===== src/rtl/quad_decoder_if.sv =====
// Quadrature decoder port bundle: phase inputs and controls in, position and status out.
interface quad_decoder_if #(
    parameter int unsigned WIDTH = 16
);
    logic             a_in;
    logic             b_in;
    logic             en;
    logic             clr;
    logic [WIDTH-1:0] pos;
    logic             step;
    logic             dir;
    logic             wrap;
    logic             err;

    modport master (
        output a_in, b_in, en, clr,
        input  pos, step, dir, wrap, err
    );

    modport slave (
        input  a_in, b_in, en, clr,
        output pos, step, dir, wrap, err
    );
endinterface


===== src/rtl/quad_decoder.sv =====
// Quadrature decoder: synchronizes and debounces A/B phases, then counts
// Gray-code steps into a wrapping position register with direction and error status.
module quad_decoder #(
    parameter int unsigned WIDTH    = 16,
    parameter int unsigned FILT_CYC = 3
) (
    input  logic          clk,
    input  logic          rst_n,
    quad_decoder_if.slave bus
);

    localparam int unsigned CNT_W = 4;
    localparam int unsigned SET_W = 5;
    localparam logic [CNT_W-1:0] FILT_LAST   = CNT_W'(FILT_CYC - 1);
    // Longer than the sync + filter delay, so a level present at reset release loads first.
    localparam logic [SET_W-1:0] SETTLE_LAST = SET_W'(FILT_CYC + 3);

    typedef enum logic {ST_INIT, ST_RUN} state_t;

    logic [1:0]       sync1_q, sync2_q, filt_q, cur_q;
    logic [CNT_W-1:0] cnt_q [2];

    state_t           state_q, state_d;
    logic [SET_W-1:0] settle_q, settle_d;
    logic [WIDTH-1:0] pos_q, pos_d;
    logic             step_q, step_d;
    logic             dir_q, dir_d;
    logic             wrap_q, wrap_d;
    logic             err_q, err_d;

    // Per-channel 2-flop synchronizer and persistence filter; bit 1 = A, bit 0 = B.
    always_ff @(posedge clk) begin
        if (!rst_n) begin
            sync1_q <= '0;
            sync2_q <= '0;
            filt_q  <= '0;
            cnt_q[0] <= '0;
            cnt_q[1] <= '0;
        end else begin
            sync1_q <= {bus.a_in, bus.b_in};
            sync2_q <= sync1_q;
            for (int i = 0; i < 2; i++) begin
                if (sync2_q[i] == filt_q[i]) begin
                    cnt_q[i] <= '0;
                end else if (cnt_q[i] == FILT_LAST) begin
                    filt_q[i] <= sync2_q[i];
                    cnt_q[i]  <= '0;
                end else begin
                    cnt_q[i] <= cnt_q[i] + CNT_W'(1);
                end
            end
        end
    end

    // Decoder: INIT waits for the first filtered state, RUN counts steps.
    always_comb begin
        logic [1:0] chg;
        logic       up;
        state_d  = state_q;
        settle_d = settle_q;
        pos_d    = pos_q;
        step_d   = 1'b0;
        dir_d    = dir_q;
        wrap_d   = 1'b0;
        err_d    = err_q;
        chg      = filt_q ^ cur_q;
        up       = filt_q[1] ^ cur_q[0];

        case (state_q)
            ST_INIT: begin
                if ((chg != 2'b00) || (settle_q == SETTLE_LAST)) begin
                    state_d = ST_RUN;
                end else begin
                    settle_d = settle_q + SET_W'(1);
                end
            end
            ST_RUN: begin
                if (chg == 2'b11) begin
                    err_d = 1'b1;
                end else if ((chg != 2'b00) && bus.en) begin
                    step_d = 1'b1;
                    dir_d  = up;
                    if (up) begin
                        pos_d  = pos_q + WIDTH'(1);
                        wrap_d = (pos_q == {WIDTH{1'b1}});
                    end else begin
                        pos_d  = pos_q - WIDTH'(1);
                        wrap_d = (pos_q == '0);
                    end
                end
            end
            default: state_d = ST_INIT;
        endcase

        if (bus.clr) begin
            pos_d  = '0;
            err_d  = 1'b0;
            step_d = 1'b0;
            wrap_d = 1'b0;
        end
    end

    always_ff @(posedge clk) begin
        if (!rst_n) begin
            state_q  <= ST_INIT;
            settle_q <= '0;
            cur_q    <= '0;
            pos_q    <= '0;
            step_q   <= 1'b0;
            dir_q    <= 1'b0;
            wrap_q   <= 1'b0;
            err_q    <= 1'b0;
        end else begin
            state_q  <= state_d;
            settle_q <= settle_d;
            cur_q    <= filt_q;
            pos_q    <= pos_d;
            step_q   <= step_d;
            dir_q    <= dir_d;
            wrap_q   <= wrap_d;
            err_q    <= err_d;
        end
    end

    assign bus.pos  = pos_q;
    assign bus.step = step_q;
    assign bus.dir  = dir_q;
    assign bus.wrap = wrap_q;
    assign bus.err  = err_q;

endmodule


===== src/flat_wrapper.sv =====
// flat-port wrapper written by rule: the top's interface ports become plain ports
module quad_decoder_flat 
#(
    parameter int unsigned WIDTH    = 16,
    parameter int unsigned FILT_CYC = 3
)
  (clk, rst_n, bus_a_in, bus_b_in, bus_en, bus_clr, bus_pos, bus_step, bus_dir, bus_wrap, bus_err);
  quad_decoder_if #(.WIDTH(WIDTH)) bus_i ();
  input  logic clk;
  input  logic rst_n;
  input wire logic [$bits(bus_i.a_in)-1:0] bus_a_in;
  input wire logic [$bits(bus_i.b_in)-1:0] bus_b_in;
  input wire logic [$bits(bus_i.en)-1:0] bus_en;
  input wire logic [$bits(bus_i.clr)-1:0] bus_clr;
  output wire logic [$bits(bus_i.pos)-1:0] bus_pos;
  output wire logic [$bits(bus_i.step)-1:0] bus_step;
  output wire logic [$bits(bus_i.dir)-1:0] bus_dir;
  output wire logic [$bits(bus_i.wrap)-1:0] bus_wrap;
  output wire logic [$bits(bus_i.err)-1:0] bus_err;
  assign bus_i.a_in = bus_a_in;
  assign bus_i.b_in = bus_b_in;
  assign bus_i.en = bus_en;
  assign bus_i.clr = bus_clr;
  assign bus_pos = bus_i.pos;
  assign bus_step = bus_i.step;
  assign bus_dir = bus_i.dir;
  assign bus_wrap = bus_i.wrap;
  assign bus_err = bus_i.err;
  quad_decoder #(.WIDTH(WIDTH), .FILT_CYC(FILT_CYC)) u_core (.clk(clk), .rst_n(rst_n), .bus(bus_i));
endmodule

===== config.mk =====
export PLATFORM = sky130hd
export DESIGN_NAME = quad_decoder_flat
export DESIGN_NICKNAME = d
export VERILOG_FILES = /design/src/rtl/quad_decoder_if.sv /design/src/rtl/quad_decoder.sv /design/src/flat_wrapper.sv
export SDC_FILE = /design/constraint.sdc
export NUM_CORES = 1
export LEC_CHECK = 0
export CAP_MARGIN = 20
export CORE_UTILIZATION = 35
export DETAILED_ROUTE_END_ITERATION = 8
export MAX_ROUTING_LAYER = met4
export PLACE_DENSITY_LB_ADDON = 0.2
export SLEW_MARGIN = 15
export SYNTH_ARGS = -nofsm -noshare
export SYNTH_HDL_FRONTEND = slang
export SYNTH_SLANG_ARGS = --single-unit

===== constraint.sdc =====
create_clock -name clk -period 3.8 [get_ports clk]
set_clock_uncertainty 0.15 [all_clocks]
set_input_delay 0.57 -clock clk [delete_from_list [all_inputs] [get_ports clk]]
set_output_delay 0.57 -clock clk [all_outputs]
set_load 0.01 [all_outputs]

**Word-level counts from Yosys, hierarchy flattened**

Memory sizes are Yosys's and may differ from the RTL's.
Cells that the tools add are included.

- Memory bits (read-only): 0
- Output and inout bits: 20
- Bits of input ports: 6
- Bits in latches: 0
- Memory bits (writable): 8
- Word-level logic and storage cells: 86
- Memories: 1
- Register bits: 34

Memories:

| memory | depth | width | read ports | clocked after memory_dff | wr ports | line | RTL |
|---|---|---|---|---|---|---|---|
| u_core.cnt_q | 2 | 4 | 2 | 0 | 2 | quad_decoder.sv:21 | `logic [CNT_W-1:0] cnt_q [2];` |

- Multiplexer cells: 34
- Divide/modulo/power cells: 0
- Equal/unequal tests: 7
- Shifts and indexed selects: 0
- Order comparisons: 0
- Add/sub/neg operators: 5
- Bitwise logic cells: 15
- Reductions and logical operators: 12
- Multipliers: 0

Operators by type and width:

| cell | number |
|---|---|
| $mux W1 | 27 |
| $mux W4 | 6 |
| $add A16 B1 Y16 const B | 1 |
| $eq A16 B16 Y1 const B | 1 |
| $logic_not A16 Y1 | 1 |
| $mux W16 | 1 |
| $sub A16 B1 Y16 const B | 1 |
| $add A4 B1 Y4 const B | 2 |
| $eq A4 B2 Y1 const B | 2 |
| $reduce_and A2 Y1 | 4 |
| $not A1 Y1 | 7 |
| $or A1 B1 Y1 | 6 |
| $add A5 B1 Y5 const B | 1 |
| $eq A5 B3 Y1 const B | 1 |
| $reduce_or A5 Y1 | 1 |
| $reduce_or A4 Y1 | 1 |
| $reduce_and A3 Y1 | 1 |
| $eq A1 B1 Y1 | 2 |
| $eq A2 B2 Y1 const B | 1 |
| $reduce_bool A2 Y1 | 1 |
| $reduce_or A2 Y1 | 1 |
| $xor A2 B2 Y2 | 1 |
| $logic_and A1 B1 Y1 | 1 |
| $logic_or A1 B1 Y1 | 1 |
| $xor A1 B1 Y1 | 1 |

**Longest topological paths before layout**

Gate-level depths: netlist of the first run.

- Word-level depth: 7
- Depth in mapped cells: 12
- Depth with buffers taken out: 8

**Least setup slack after synthesis of the first run**

Ideal clock, no wire load.

- Path type: register -> register
- Start: register u_core.cur_q[0]
- End: register u_core.pos_q[8], in the netlist u_core.bus.pos[8]
- Cell stages (with the launch flop): 12
- Arrival time: 2.553 ns
- Clock period less this slack: 2.777 ns
- Setup time: 0.074 ns
- Slack: 1.023 ns
- Buffers on the path: 3
- Data required time: 3.576 ns
- Cell sequence: dfxtp_1 xor2_1 buf_2 buf_2 xnor2_1 ha_1 or3_1 clkbuf_1 a21oi_1 o21ai_0 a2111o_1 o21ai_0

- Longest elaborated chain between the ends: 4
- Elaborated cells between the ends (all ways): 8
- Those cells by class: eq/ne: 1; mux: 1; bitwise: 3; reduce/logical: 3

RTL lines:

| what | line | RTL |
|---|---|---|
| from (decl) | quad_decoder.sv:20 | `logic [1:0] sync1_q, sync2_q, filt_q, cur_q;` |
| from (signal assigned) | quad_decoder.sv:116 | `cur_q <= filt_q;` |
| $xor A2 B2 Y2 | quad_decoder.sv:66 | `chg = filt_q ^ cur_q;` |
| $eq A2 B2 Y1 / $reduce_bool A2 Y1 (equally long branches) | quad_decoder.sv:78, quad_decoder.sv:80 |  |
| $not A1 Y1 (no source line) / $logic_and A1 B1 Y1 (equally long branches) | n/a |  |
| $reduce_and A3 Y1 (no source line) | n/a |  |
| to (signal assigned) | quad_decoder.sv:117 | `pos_q <= pos_d;` |
| to (decl) | quad_decoder.sv:25 | `logic [WIDTH-1:0] pos_q, pos_d;` |

Parallel ways exist; a longest one is shown, timed or not.
A chain may end at the register's enable or synchronous reset.

**Worst setup path after layout of the first run**

- Start: register u_core.filt_q[1]
- End: register u_core.pos_q[8], in the netlist u_core.bus.pos[8]

- Longest elaborated chain between the ends: 4
- Elaborated cells between the ends (all ways): 8
- Those cells by class: eq/ne: 1; mux: 1; bitwise: 3; reduce/logical: 3

RTL lines:

| what | line | RTL |
|---|---|---|
| from (decl) | quad_decoder.sv:20 |  |
| from (signal, indexed assignment) | quad_decoder.sv:46 | `filt_q[i] <= sync2_q[i];` |
| $xor A2 B2 Y2 | quad_decoder.sv:66 |  |
| $eq A2 B2 Y1 / $reduce_bool A2 Y1 (equally long branches) | quad_decoder.sv:78, quad_decoder.sv:80 |  |
| $not A1 Y1 (no source line) / $logic_and A1 B1 Y1 (equally long branches) | n/a |  |
| $reduce_and A3 Y1 (no source line) | n/a |  |

Parallel ways exist; a longest one is shown, timed or not.

==> impl_summary.md, run 1 <==
Outcome
The run finished with clean final reports.

Synth
Counting flops and latches in the post-synthesis netlist gives 42. In the synthesized netlist the dominant register cell turns out to be dfxtp_1. The sequential element share of the synthesized area is 36.3%. The number of synthesized flops with an enable pin is 8.

After synthesis, the cell types taking the most area are dfxtp_1 27%, edfxtp_1 9.5%, nor2_1 4.1%. The library cell with the largest summed area after synthesis is dfxtp_1. The cell count after synthesis came out at 298. The average instance area after synthesis is roughly 8.5 um2. The cell area that synthesis handed to floorplanning was 0.00253 mm2.

The number of warning messages in the yosys log is 0. The proportion of netlist area held by the largest area contributor is 26.9%. After synthesis, the share of flip-flops with an asynchronous set or reset is 0%.

The unique cell type count in the Yosys netlist is 55.

Placement
During placement, the flow inserted port buffers numbering 25. Routability-driven placement finished with a final weighted congestion of approximately 0.85. Summing all placed instances gives a cell area of 0.00289 mm2. Once placement completed, the tool counted placed cells totaling 410. The post-DP HPWL is 4160 um.

Global route
The global-route track usage on met3 is approximately 3.1%. After global routing, the most crowded layer is met2. Entering global routing, the biggest net connects 22 pins.

The final global-route overflow total is 0. The initial antenna violation count is 0. The global-route total usage across every layer is 16.7%.

The via count of the first global-routing pass is 1950. Global routing used 22.3% of the available met1 tracks. The first-pass GRT wire length is 9660 um. The met2 track demand over resource in global routing is 26.0%.

Clock network
The clock edge transition at the registers on the reported setup and hold paths is 0.09 ns. The number of H-tree branching levels is 2. The cell at the root of the clock tree is clkbuf_8.

The post-CTS setup buffer count is 0. The number of hold buffers added after CTS was 0. The post-cts sizing count is 0. The number of sinks on the clock net is 42. TritonCTS created 5 clock buffers.

The buffer levels on the longest clock path is 2. TritonCTS built the clock tree. The clock latency of the later-clocked register in the worst-skew pair is 0.30 ns.

Floorplan
For this design the top-level I/O count stands at 26. The horizontal die dimension is 87.1 um. The floorplan step set the die height to about 87 um. After floorplanning, the core was divided into 30 placement rows. The placeable core area is 0.00691 mm2. The floorplan step defined a die boundary enclosing 0.00759 mm2. Once the floorplan was initialized, standard cells occupied 36.7% of the core.

Critical path
The biggest fanout along the worst timing path is 21. The worst register-to-register path begins at u_core.filt_q[1]$_SDFFE_PN0P_. The most critical setup path has its startpoint at u_core.filt_q[1]$_SDFFE_PN0P_. The worst setup path is launched from a register.

The critical path data arrival time is 2.82 ns. The endpoint class of the critical path is a register. For the worst setup path, the data required time is between 3 and 4 ns.

The critical path in this run is classified as reg2reg.

Power and ir drop
In this run the static leakage power is ~1.2 nW. The switching share of total power is 25.0%. The maximum vdd ir drop is 0.204 mV. Sequential cells burn 57.1% of the power. Of the total power, combinational logic draws 8.2%. In this run the power spent charging and discharging nets is 0.209 mW. Of the total power, the clock network draws 34.7%. The internal power component is between 0.6 and 0.7 mW. The ratio of total power to cell area is 281 mW/mm2.

Finish
The most common library cell in the layout ignoring fill and taps is dfxtp_1. The antenna diode count is 0. The library cells used most frequently in the layout, excluding fill and tap cells, are 34 x dfxtp_1, 28 x nor2_1, 25 x clkdlybuf4s50_1, 23 x nand2_1, 15 x nand3_1.

The layout net count is 334. The final design instance area without fill is 0.00298 mm2. The post-layout instance count excluding filler cells is around 420. At the end of the flow the core is filled with cells to 43.1%. The post-route netlist has 6.83% of its cells at a drive strength greater than 1. The total of fill cells in the finished design is 709. Compared with the post-synthesis result, the final layout area differs by 17.5%.

Timing
In the final timing run, aggregate negative setup slack is 0 ns. The hold violation count in the final report is 0. The actual slew at the worst max-slew pin is roughly 0.84 ns.

Setup repair after global routing left no endpoint under its margin. Setup violations remaining at the end of the flow were counted as 0. In this run the tightest slew margin relative to its limit is 43.8%. The final max-slew violation count was 0. The final critical path takes up roughly 72% of the cycle. The top achievable clock speed is 364 MHz. The final critical path time including I/O delays and setup is between 2 and 3 ns.

Min path
The worst hold path belongs to the class reg2reg. The beginning of the worst hold path is u_core.sync1_q[0]$_SDFF_PN0_.

Drt
The number of vias in the routed layout is 2250. Once detail routing completed, the nets flagged for antenna violations numbered 0. The first-pass iteration count of the detailed router is 5.

In the final routed layout, each cell accounts on average for between 10 and 15 um. The average vias per placed instance is roughly 5.4. The number of remaining DRC errors is 0.

For this block, the routed nets add up to 5810 um of wire. The number of violations reported at the end of detailed-routing iteration 0 is 281.

Run
Max-cap violations in this run came to 0.
[metrics by stage]
step	setup slack (ns)	power, mW	hold WS, ns
CTS	1.07	0.853	0.299
floorplan	1.02	0.536	0.262
global placement	1.14	0.557	0.267
detailed placement	1.10	0.558	0.277
finish	1.05	0.838	0.291
global route	0.832	0.883	0.322
[critical path, cell delays in order (launching register included)]
cell,delay (ns)
dfxtp_1,0.50
xor2_1,0.17
buf_4,0.27
xnor2_1,0.09
ha_1,0.24
or3_1,0.43
a21oi_1,0.21
o21ai_0,0.12
a2111o_1,0.42
o21ai_0,0.07
[layout make-up]
class	count	area (um2)	share of cell area, %
multi-input combinational	235	1530	51.3
inverter	6	22.5	0.756
sequential	42	921	30.9
tap	96	120	4.03
timing repair buffer	31	295	9.92
clock buffer	5	68.8	2.31
clock inverter	3	21.3	0.714
[cell families after synthesis]
family / after synthesis / synth area share [%]
adders and majority gates: 7 / 3.45
xor gates and xnor gates: 24 / 8.88
muxes: 7 / 2.86
AOI/OAI and AO/OA: 50 / 14.6
other: 1 / 0.148
buffers and inverters: 28 / 4.39
and+or+nand+nor: 139 / 29.3
DFF: 42 / 36.3
[routing by layer]
| metal | up-vias | wire [um] |
|---|---|---|
| li1 | 1120 | - |
| met1 | 1048 | 2840 |
| met2 | 75 | 2620 |
| met3 | 7 | 289 |
| met4 | 0 | 66 |
| met5 | - | 0 |
[final timing paths]
check | to | slack [ns] | cells past startpoint
worst min-delay path | u_core.sync2_q[0]$_SDFF_PN0_ | 0.29 | 1
worst max-delay path | u_core.bus.pos[8]$_SDFFE_PP0P_ | 1.05 | 9
worst min register to register | u_core.sync2_q[0]$_SDFF_PN0_ | 0.29 | 1
worst max register to register | u_core.bus.pos[8]$_SDFFE_PP0P_ | 1.05 | 9
[power by group through the flow]
stage	Clock (mW)	Combinational [mW]	Sequential (mW)
floorplan	0	0.0500	0.486
global route	0.323	0.0793	0.481
global placement	0	0.0679	0.489
finish	0.291	0.0685	0.479
CTS	0.305	0.0686	0.479
detailed placement	0	0.0682	0.490
[cells in the mapped netlist, types with 6 or more instances]
| library cell | instances |
|---|---|
| xor2_1 | 10 |
| nor2_1 | 28 |
| ha_1 | 7 |
| nand3_1 | 15 |
| clkbuf_1 | 17 |
| edfxtp_1 | 8 |
| nand2b_1 | 6 |
| and2_1 | 13 |
| nor4_1 | 7 |
| nand4_1 | 10 |
| nor3_1 | 10 |
| nand2_1 | 23 |
| dfxtp_1 | 34 |
| a21oi_1 | 10 |
| xnor2_1 | 12 |
| inv_1 | 6 |
[registers in the layout (all words and copies together), names as in the netlist]
name,cells
u_core.settle_q,5
u_core.bus.err,1
u_core.bus.step,1
u_core.bus.wrap,1
u_core.filt_q,2
u_core.bus.dir,1
u_core.cur_q,2
u_core.sync2_q,2
u_core.state_q,1
u_core.sync1_q,2
u_core.bus.pos,16
u_core.cnt_q,8
Note: power is estimated with default switching activity, not from simulation.
==> run 2, diff against run 1 <==
- clock period: 3.8 -> 2.4 ns (I/O delays scaled with it)
==> impl_summary.md, run 2 (synthesis gave the netlist of run 1 again) <==
Outcome
Status: complete, no violations (unchanged).

Finish
The final design instance area without fill is 0.00317 mm2 (was 0.00298 mm2). The layout net count is 357 (was 334). Most frequent cells in the layout: 33 x dfxtp_1, 29 x buf_4, 28 x nor2_1, 25 x clkdlybuf4s50_1, 23 x nand2_1 (was 34 x dfxtp_1, 28 x nor2_1, 25 x clkdlybuf4s50_1, 23 x nand2_1, 15 x nand3_1). The ratio of cells with drive above 1 in the final layout is 14.2% (was 6.83%). The post-synthesis to final-layout area growth is 25.0% (was 17.5%). The most common library cell in the layout ignoring fill and taps was dfxtp_1 (unchanged). The utilization of the core after routing is 45.9% (was 43.1%).

The total of fill cells in the finished design came to 708 (was 709). The number of flip-flops in the largest register is 16 (unchanged). The antenna diode count is 0 (unchanged). The post-layout instance count excluding filler cells is 441 (was 418).

Timing
The final max-slew violation count is 0 (unchanged). Unrepaired setup endpoints after global routing: no (unchanged). The final clock period utilization by the worst path is 95.8% (was 72.4%).

The top achievable clock speed is 435 MHz (was 364 MHz). The final critical path time including I/O delays and setup came to 2.30 ns (was 2.75 ns). The actual slew at the worst max-slew pin is 0.536 ns (was 0.837 ns). The sum of negative setup slack came to 0 ns (unchanged). The worst hold slack is 0.290 ns (was 0.291 ns). The setup violation total in the final timing report is 0 (unchanged). The final worst slack is 0.101 ns (was 1.05 ns). The hold violation count in the final report was 0 (unchanged). The tightest slew margin relative to the limit was 64.0% (was 43.8%).

Clock network
The cell at the root of the clock tree was clkbuf_8 (unchanged). The count of hold-fix buffers inserted at cts was 0 (unchanged). The post-CTS setup buffer count is 0 (unchanged).

The post-cts sizing count is 0 (unchanged). The CTS tree is built (unchanged). The clock edge transition at the registers on the reported setup and hold paths was 0.10 ns (was 0.09 ns).

The number of sinks on the clock net came to 42 (unchanged). The number of H-tree branching levels came to 2 (unchanged). The buffer levels on the longest clock path came to 2 (unchanged). The number of buffers inserted during clock tree synthesis is 5 (unchanged).

The clock latency of the later-clocked register in the worst-skew pair was 0.30 ns (about the same).

Drt
The number of remaining DRC errors was 0 (unchanged). The average vias per placed instance is 5.32 (was 5.38). The total wire length after detailed routing was 6330 um (was 5810 um). The number of violations reported at the end of detailed-routing iteration 0 came to 223 (was 281).

The first-pass iteration count of the detailed router was 6 (was 5). The number of vias in the routed layout is 2344 (was 2250). The remaining antenna violation count after routing is 0 (unchanged). The final routed wire length divided by cell count is 14.4 um (was 13.9 um).

Floorplan
The number of top-level pins came to 26 (unchanged). The starting density of the core is 36.7% (unchanged). The vertical extent of the die is 87.1 um (unchanged).

The horizontal die dimension is 87.1 um (unchanged). The row count is 30 (unchanged). The area enclosed by the die boundary is 0.00759 mm2 (unchanged). The placeable core area is 0.00691 mm2 (unchanged).

Power and ir drop
The maximum vdd ir drop is 0.405 mV (was 0.204 mV). The ratio of total power to cell area came to 432 mW/mm2 (was 281 mW/mm2). The power after layout is 1.37 mW (was 0.838 mW). The reported leakage power is 1.28 nW (was 1.16 nW).

Critical path
The timing startpoint of the critical path is u_core.cur_q[0]$_SDFF_PN0_ (was u_core.filt_q[1]$_SDFFE_PN0P_). The type of the setup path with the least slack is reg2reg (unchanged). The startpoint type of the worst setup path is a register (unchanged). The critical path required time is 2.49 ns (was 3.87 ns). The endpoint class of the critical path was a register (unchanged). The stage delay of the slowest cell on the critical path is 0.45 ns (was 0.50 ns). The launch instance of the worst register-to-register path is u_core.cur_q[0]$_SDFF_PN0_ (was u_core.filt_q[1]$_SDFFE_PN0P_). The biggest fanout along the worst timing path is 6 (was 21). The slowest cell on the critical path is or3_1 (was dfxtp_1). Cell-by-cell listing of the critical path: xor2_2 > xnor2_1 > ha_2 > or3_1 > a21oi_2 > o21ai_1 > a2111o_1 > o21ai_0 (was xor2_1 > buf_4 > xnor2_1 > ha_1 > or3_1 > a21oi_1 > o21ai_0 > a2111o_1 > o21ai_0). The critical path data arrival time is 2.39 ns (was 2.82 ns).

Min path
The class of the worst hold path is reg2reg (unchanged). The beginning of the worst hold path is u_core.sync1_q[0]$_SDFF_PN0_ (unchanged).

Global route
The largest net degree at the start of global routing is 21 (was 22). The initial antenna violation count is 0 (unchanged). The first-pass GRT wire length is 10800 um (was 9660 um).

The final global-route overflow total came to 0 (unchanged). The global-route total usage across every layer is 19.0% (was 16.7%). The via count of the first global-routing pass is 2181 (was 1950).

Placement
The placed cell count was 433 (was 410). The number of buffer cells added on primary ports is 25 (unchanged). The last weighted congestion value of the routability-driven placer is 0.924 (was 0.847).

The post-placement cell area came to 0.00308 mm2 (was 0.00289 mm2). The post-DP HPWL is 4690 um (was 4160 um). The post-place setup slack came to 0.150 ns (was 1.10 ns).

Run
The reported max-cap violation count is 0 (unchanged).
-- run 2: path summary, 6_finish.rpt --
path,cells after the start,end,slack [ns]
worst min register to register,1,u_core.sync2_q[0]$_SDFF_PN0_,0.29
worst min-delay path,1,u_core.sync2_q[0]$_SDFF_PN0_,0.29
worst max-delay path,8,u_core.bus.pos[8]$_SDFFE_PP0P_,0.10
worst max register to register,8,u_core.bus.pos[8]$_SDFFE_PP0P_,0.10
-- run 2: final cells by class --
| class | count | area (um2) | share of cell area (%) |
|---|---|---|---|
| sequential | 42 | 922 | 29.1 |
| clock inverter | 3 | 25.0 | 0.790 |
| inverter | 6 | 22.5 | 0.711 |
| multi-input combinational | 235 | 1540 | 48.7 |
| timing repair buffer | 54 | 468 | 14.8 |
| clock buffer | 5 | 68.8 | 2.17 |
| tap | 96 | 120 | 3.79 |
-- run 2: power by group --
group	leakage (nW)	total, mW	internal (mW)	switching (mW)
combinational	0.874	0.114	0.0564	0.0580
clock	0.0447	0.497	0.211	0.286
sequential	0.358	0.757	0.740	0.0177
total	1.28	1.37	1.01	0.362
-- run 2: worst max-delay path: cells and delay by family, from the launching register on --
family | cells | cell delay (ns)
AO/OA/AOI/OAI | 4 | 0.76
AND/OR/NAND/NOR | 1 | 0.45
XOR/XNOR | 2 | 0.27
adder cells (fa/ha/maj) | 1 | 0.20
flip-flops | 1 | 0.41
-- run 2: metal layers --
metal  track usage [%]  vias to the layer above  part of all wire, %
li1                  -                     1167                    -
met1              24.6                     1069                   47
met2              28.6                       98                   45
met3              3.98                       10                  6.3
met4              8.35                        0                  2.0
met5                 -                        -                    0
==> run 3, diff against run 2 <==
- CTS_CLUSTER_DIAMETER: unset -> 80
- PLACE_DENSITY: unset -> 0.64
- PLACE_DENSITY_LB_ADDON: 0.2 -> unset
==> impl_summary.md, run 3 (synthesis gave the netlist of run 1 again) <==
Outcome
Status: complete, no violations (unchanged).

Clock network
The number of buffers inserted during clock tree synthesis is 5 (unchanged). The clock edge transition at the registers on the reported setup and hold paths is 0.08 ns (was 0.10 ns). The count of hold-fix buffers inserted at cts came to 0 (unchanged). The clock latency of the later-clocked register in the worst-skew pair came to 0.31 ns (was 0.30 ns). The cell at the root of the clock tree is clkbuf_8 (unchanged). The buffer levels on the longest clock path was 2 (unchanged). The number of sinks on the clock net is 42 (unchanged). The number of H-tree branching levels came to 2 (unchanged). The CTS tree is built (unchanged).

Floorplan
The vertical extent of the die was 87.1 um (unchanged). The row count is 30 (unchanged). The number of top-level pins was 26 (unchanged).

The area enclosed by the die boundary was 0.00759 mm2 (unchanged). The placeable core area came to 0.00691 mm2 (unchanged). The horizontal die dimension is 87.1 um (unchanged). The starting density of the core is 36.7% (unchanged).

Placement
The post-DP HPWL is 4600 um (was 4690 um). The placed cell count is 430 (was 433). The number of buffer cells added on primary ports is 25 (unchanged).

The last weighted congestion value of the routability-driven placer came to 0.918 (was 0.924). The post-placement cell area is 0.00305 mm2 (was 0.00308 mm2).

Finish
The post-layout instance count excluding filler cells is 438 (was 441). The flip-flop and latch area is 922 um2 (unchanged). The post-synthesis to final-layout area growth is 25.5% (was 25.0%). The layout net count was 354 (was 357). Most frequent cells in the layout: 33 x dfxtp_1, 28 x nor2_1, 26 x buf_4, 25 x clkdlybuf4s50_1, 23 x nand2_1 (was 33 x dfxtp_1, 29 x buf_4, 28 x nor2_1, 25 x clkdlybuf4s50_1, 23 x nand2_1). The ratio of cells with drive above 1 in the final layout is 14.0% (was 14.2%). The number of flip-flops in the largest register is 16 (unchanged). The antenna diode count is 0 (unchanged). The total of fill cells in the finished design is 698 (was 708). The area occupied by multi-input gates is 0.00156 mm2 (was 0.00154 mm2). The final design instance area without fill is 0.00318 mm2 (was 0.00317 mm2). The most common library cell in the layout ignoring fill and taps is dfxtp_1 (unchanged).

Critical path
The launch instance of the worst register-to-register path is u_core.filt_q[1]$_SDFFE_PN0P_ (was u_core.cur_q[0]$_SDFF_PN0_). The worst flop-to-flop path endpoint is u_core.bus.pos[15]$_SDFFE_PP0P_ (was u_core.bus.pos[8]$_SDFFE_PP0P_). The endpoint class of the critical path is a register (unchanged). Cell-by-cell listing of the critical path: buf_4 > xor2_1 > xnor2_1 > buf_4 > or4b_1 > a32o_1 > nand2_1 (was xor2_2 > xnor2_1 > ha_2 > or3_1 > a21oi_2 > o21ai_1 > a2111o_1 > o21ai_0).

The biggest fanout along the worst timing path is 8 (was 6). The critical path data arrival time is 2.33 ns (was 2.39 ns). The slowest cell on the critical path is or4b_1 (was or3_1). The stage delay of the slowest cell on the critical path is 0.50 ns (was 0.45 ns). The depth of the worst register-to-register path was 7 (was 8). The type of the setup path with the least slack is reg2reg (unchanged). The most used cell along the critical path is buf_4. The slack of the worst reg-to-reg path was 0.18 ns (was 0.10 ns).

The critical path endpoint was u_core.bus.pos[15]$_SDFFE_PP0P_ (was u_core.bus.pos[8]$_SDFFE_PP0P_). The critical path required time came to 2.50 ns (was 2.49 ns). The timing startpoint of the critical path was u_core.filt_q[1]$_SDFFE_PN0P_ (was u_core.cur_q[0]$_SDFF_PN0_). The startpoint type of the worst setup path was a register (unchanged).

Drt
The first-pass iteration count of the detailed router was 4 (was 6). The number of vias in the routed layout is 2316 (was 2344). The final routed wire length divided by cell count is 14.1 um (was 14.4 um).

The number of remaining DRC errors is 0 (unchanged). The remaining antenna violation count after routing came to 0 (unchanged). The total wire length after detailed routing is 6180 um (was 6330 um). The average vias per placed instance is 5.29 (was 5.32).

The number of violations reported at the end of detailed-routing iteration 0 is 207 (was 223).

Timing
The top achievable clock speed is 450 MHz (was 435 MHz). The final max-slew violation count is 0 (unchanged). The setup violation total in the final timing report was 0 (unchanged).

Unrepaired setup endpoints after global routing: no (unchanged). The final critical path time including I/O delays and setup was 2.22 ns (was 2.30 ns). The hold violation count in the final report is 0 (unchanged). The final clock period utilization by the worst path came to 92.7% (was 95.8%).

Global route
The initial antenna violation count came to 0 (unchanged). The largest net degree at the start of global routing is 21 (unchanged). The met2 track demand over resource in global routing is 29.8% (was 28.6%). The via count of the first global-routing pass came to 2190 (was 2181). The final global-route overflow total is 0 (unchanged). The first-pass GRT wire length is 10400 um (was 10800 um). The global-route track usage on met3 is 3.22% (was 3.98%). The global-route total usage across every layer is 18.2% (was 19.0%).

The routing usage on met1 is 22.5% (was 24.6%). The global routing's busiest layer is met2 (unchanged).

Run
The reported max-cap violation count is 0 (unchanged).

Min path
The class of the worst hold path was reg2reg (unchanged).

Power and ir drop
The maximum vdd ir drop was 0.311 mV (was 0.405 mV). The reported leakage power is 1.27 nW (was 1.28 nW). The ratio of total power to cell area is 456 mW/mm2 (was 432 mW/mm2). The power after layout is 1.45 mW (was 1.37 mW).
[run 3: cell types whose count changed in the layout (fill, tap and decap cells not counted), sizes merged]
cell	previous run	this run
inv	7	6
buf	29	26
bufinv	0	1
clkbuf	5	6
clkinv	1	0
[run 3: where the power goes]
part	leakage [nW]	internal, mW	switching (mW)	total [mW]
clock network	0.0514	0.311	0.267	0.578
logic	0.857	0.0559	0.0600	0.116
registers	0.358	0.739	0.0184	0.758
[run 3: how the worst min path moves through the flow]
stage / startpoint / to / slack [ns] / cells after the start
after floorplan: u_core.sync1_q[0]$_SDFF_PN0_ / u_core.sync2_q[0]$_SDFF_PN0_ / 0.26 / 1
after global placement: u_core.sync1_q[1]$_SDFF_PN0_ / u_core.sync2_q[1]$_SDFF_PN0_ / 0.27 / 1
after detailed placement: u_core.sync1_q[1]$_SDFF_PN0_ / u_core.sync2_q[1]$_SDFF_PN0_ / 0.27 / 1
after CTS: u_core.sync1_q[1]$_SDFF_PN0_ / u_core.sync2_q[1]$_SDFF_PN0_ / 0.29 / 1
after global routing: u_core.sync1_q[1]$_SDFF_PN0_ / u_core.sync2_q[1]$_SDFF_PN0_ / 0.31 / 1
final: u_core.sync1_q[1]$_SDFF_PN0_ / u_core.sync2_q[1]$_SDFF_PN0_ / 0.29 / 1
[run 3: per-layer routing]
metal	vias up	part of all wire, %
met3	8	4.8
li1	1157	-
met2	69	47
met1	1082	47
met4	0	1.5
met5	-	0
[run 3: stage by stage]
step | setup slack, ns | util (%) | TNS (ns) | hold slack [ns]
finish | 0.176 | 46.1 | 0 | 0.286
global route | 0.0382 | 46.1 | 0 | 0.312
CTS | 0.113 | 45.8 | 0 | 0.289
detailed placement | 0.114 | 44.2 | 0 | 0.267
global placement | 0.148 | 44.2 | 0 | 0.266
floorplan | -0.0795 | - | -0.182 | 0.262
[run 3: repair_timing]
action / in CTS / in global routing
setup buffers: 0 / 0
resized for setup: 0 / 3
endpoints found under the setup margin: 0 / 3
[run 3: worst max-delay path: cells and delay by family, from the launching register on]
kind | cells | cell delay, ns
buffers and inverters | 2 | 0.36
AO/OA/AOI/OAI | 1 | 0.22
AND/OR/NAND/NOR | 2 | 0.55
flip-flops | 1 | 0.38
XOR/XNOR | 2 | 0.52
[run 3: final cells by class]
| cell class | count | share of cell area (%) |
|---|---|---|
| Tap cell | 96 | 3.78 |
| Sequential cell | 42 | 29.0 |
| Multi-Input combinational cell | 235 | 49.1 |
| Clock buffer | 6 | 2.28 |
| Clock inverter | 2 | 1.18 |
| Inverter | 6 | 0.708 |
| Timing Repair Buffer | 51 | 14.0 |
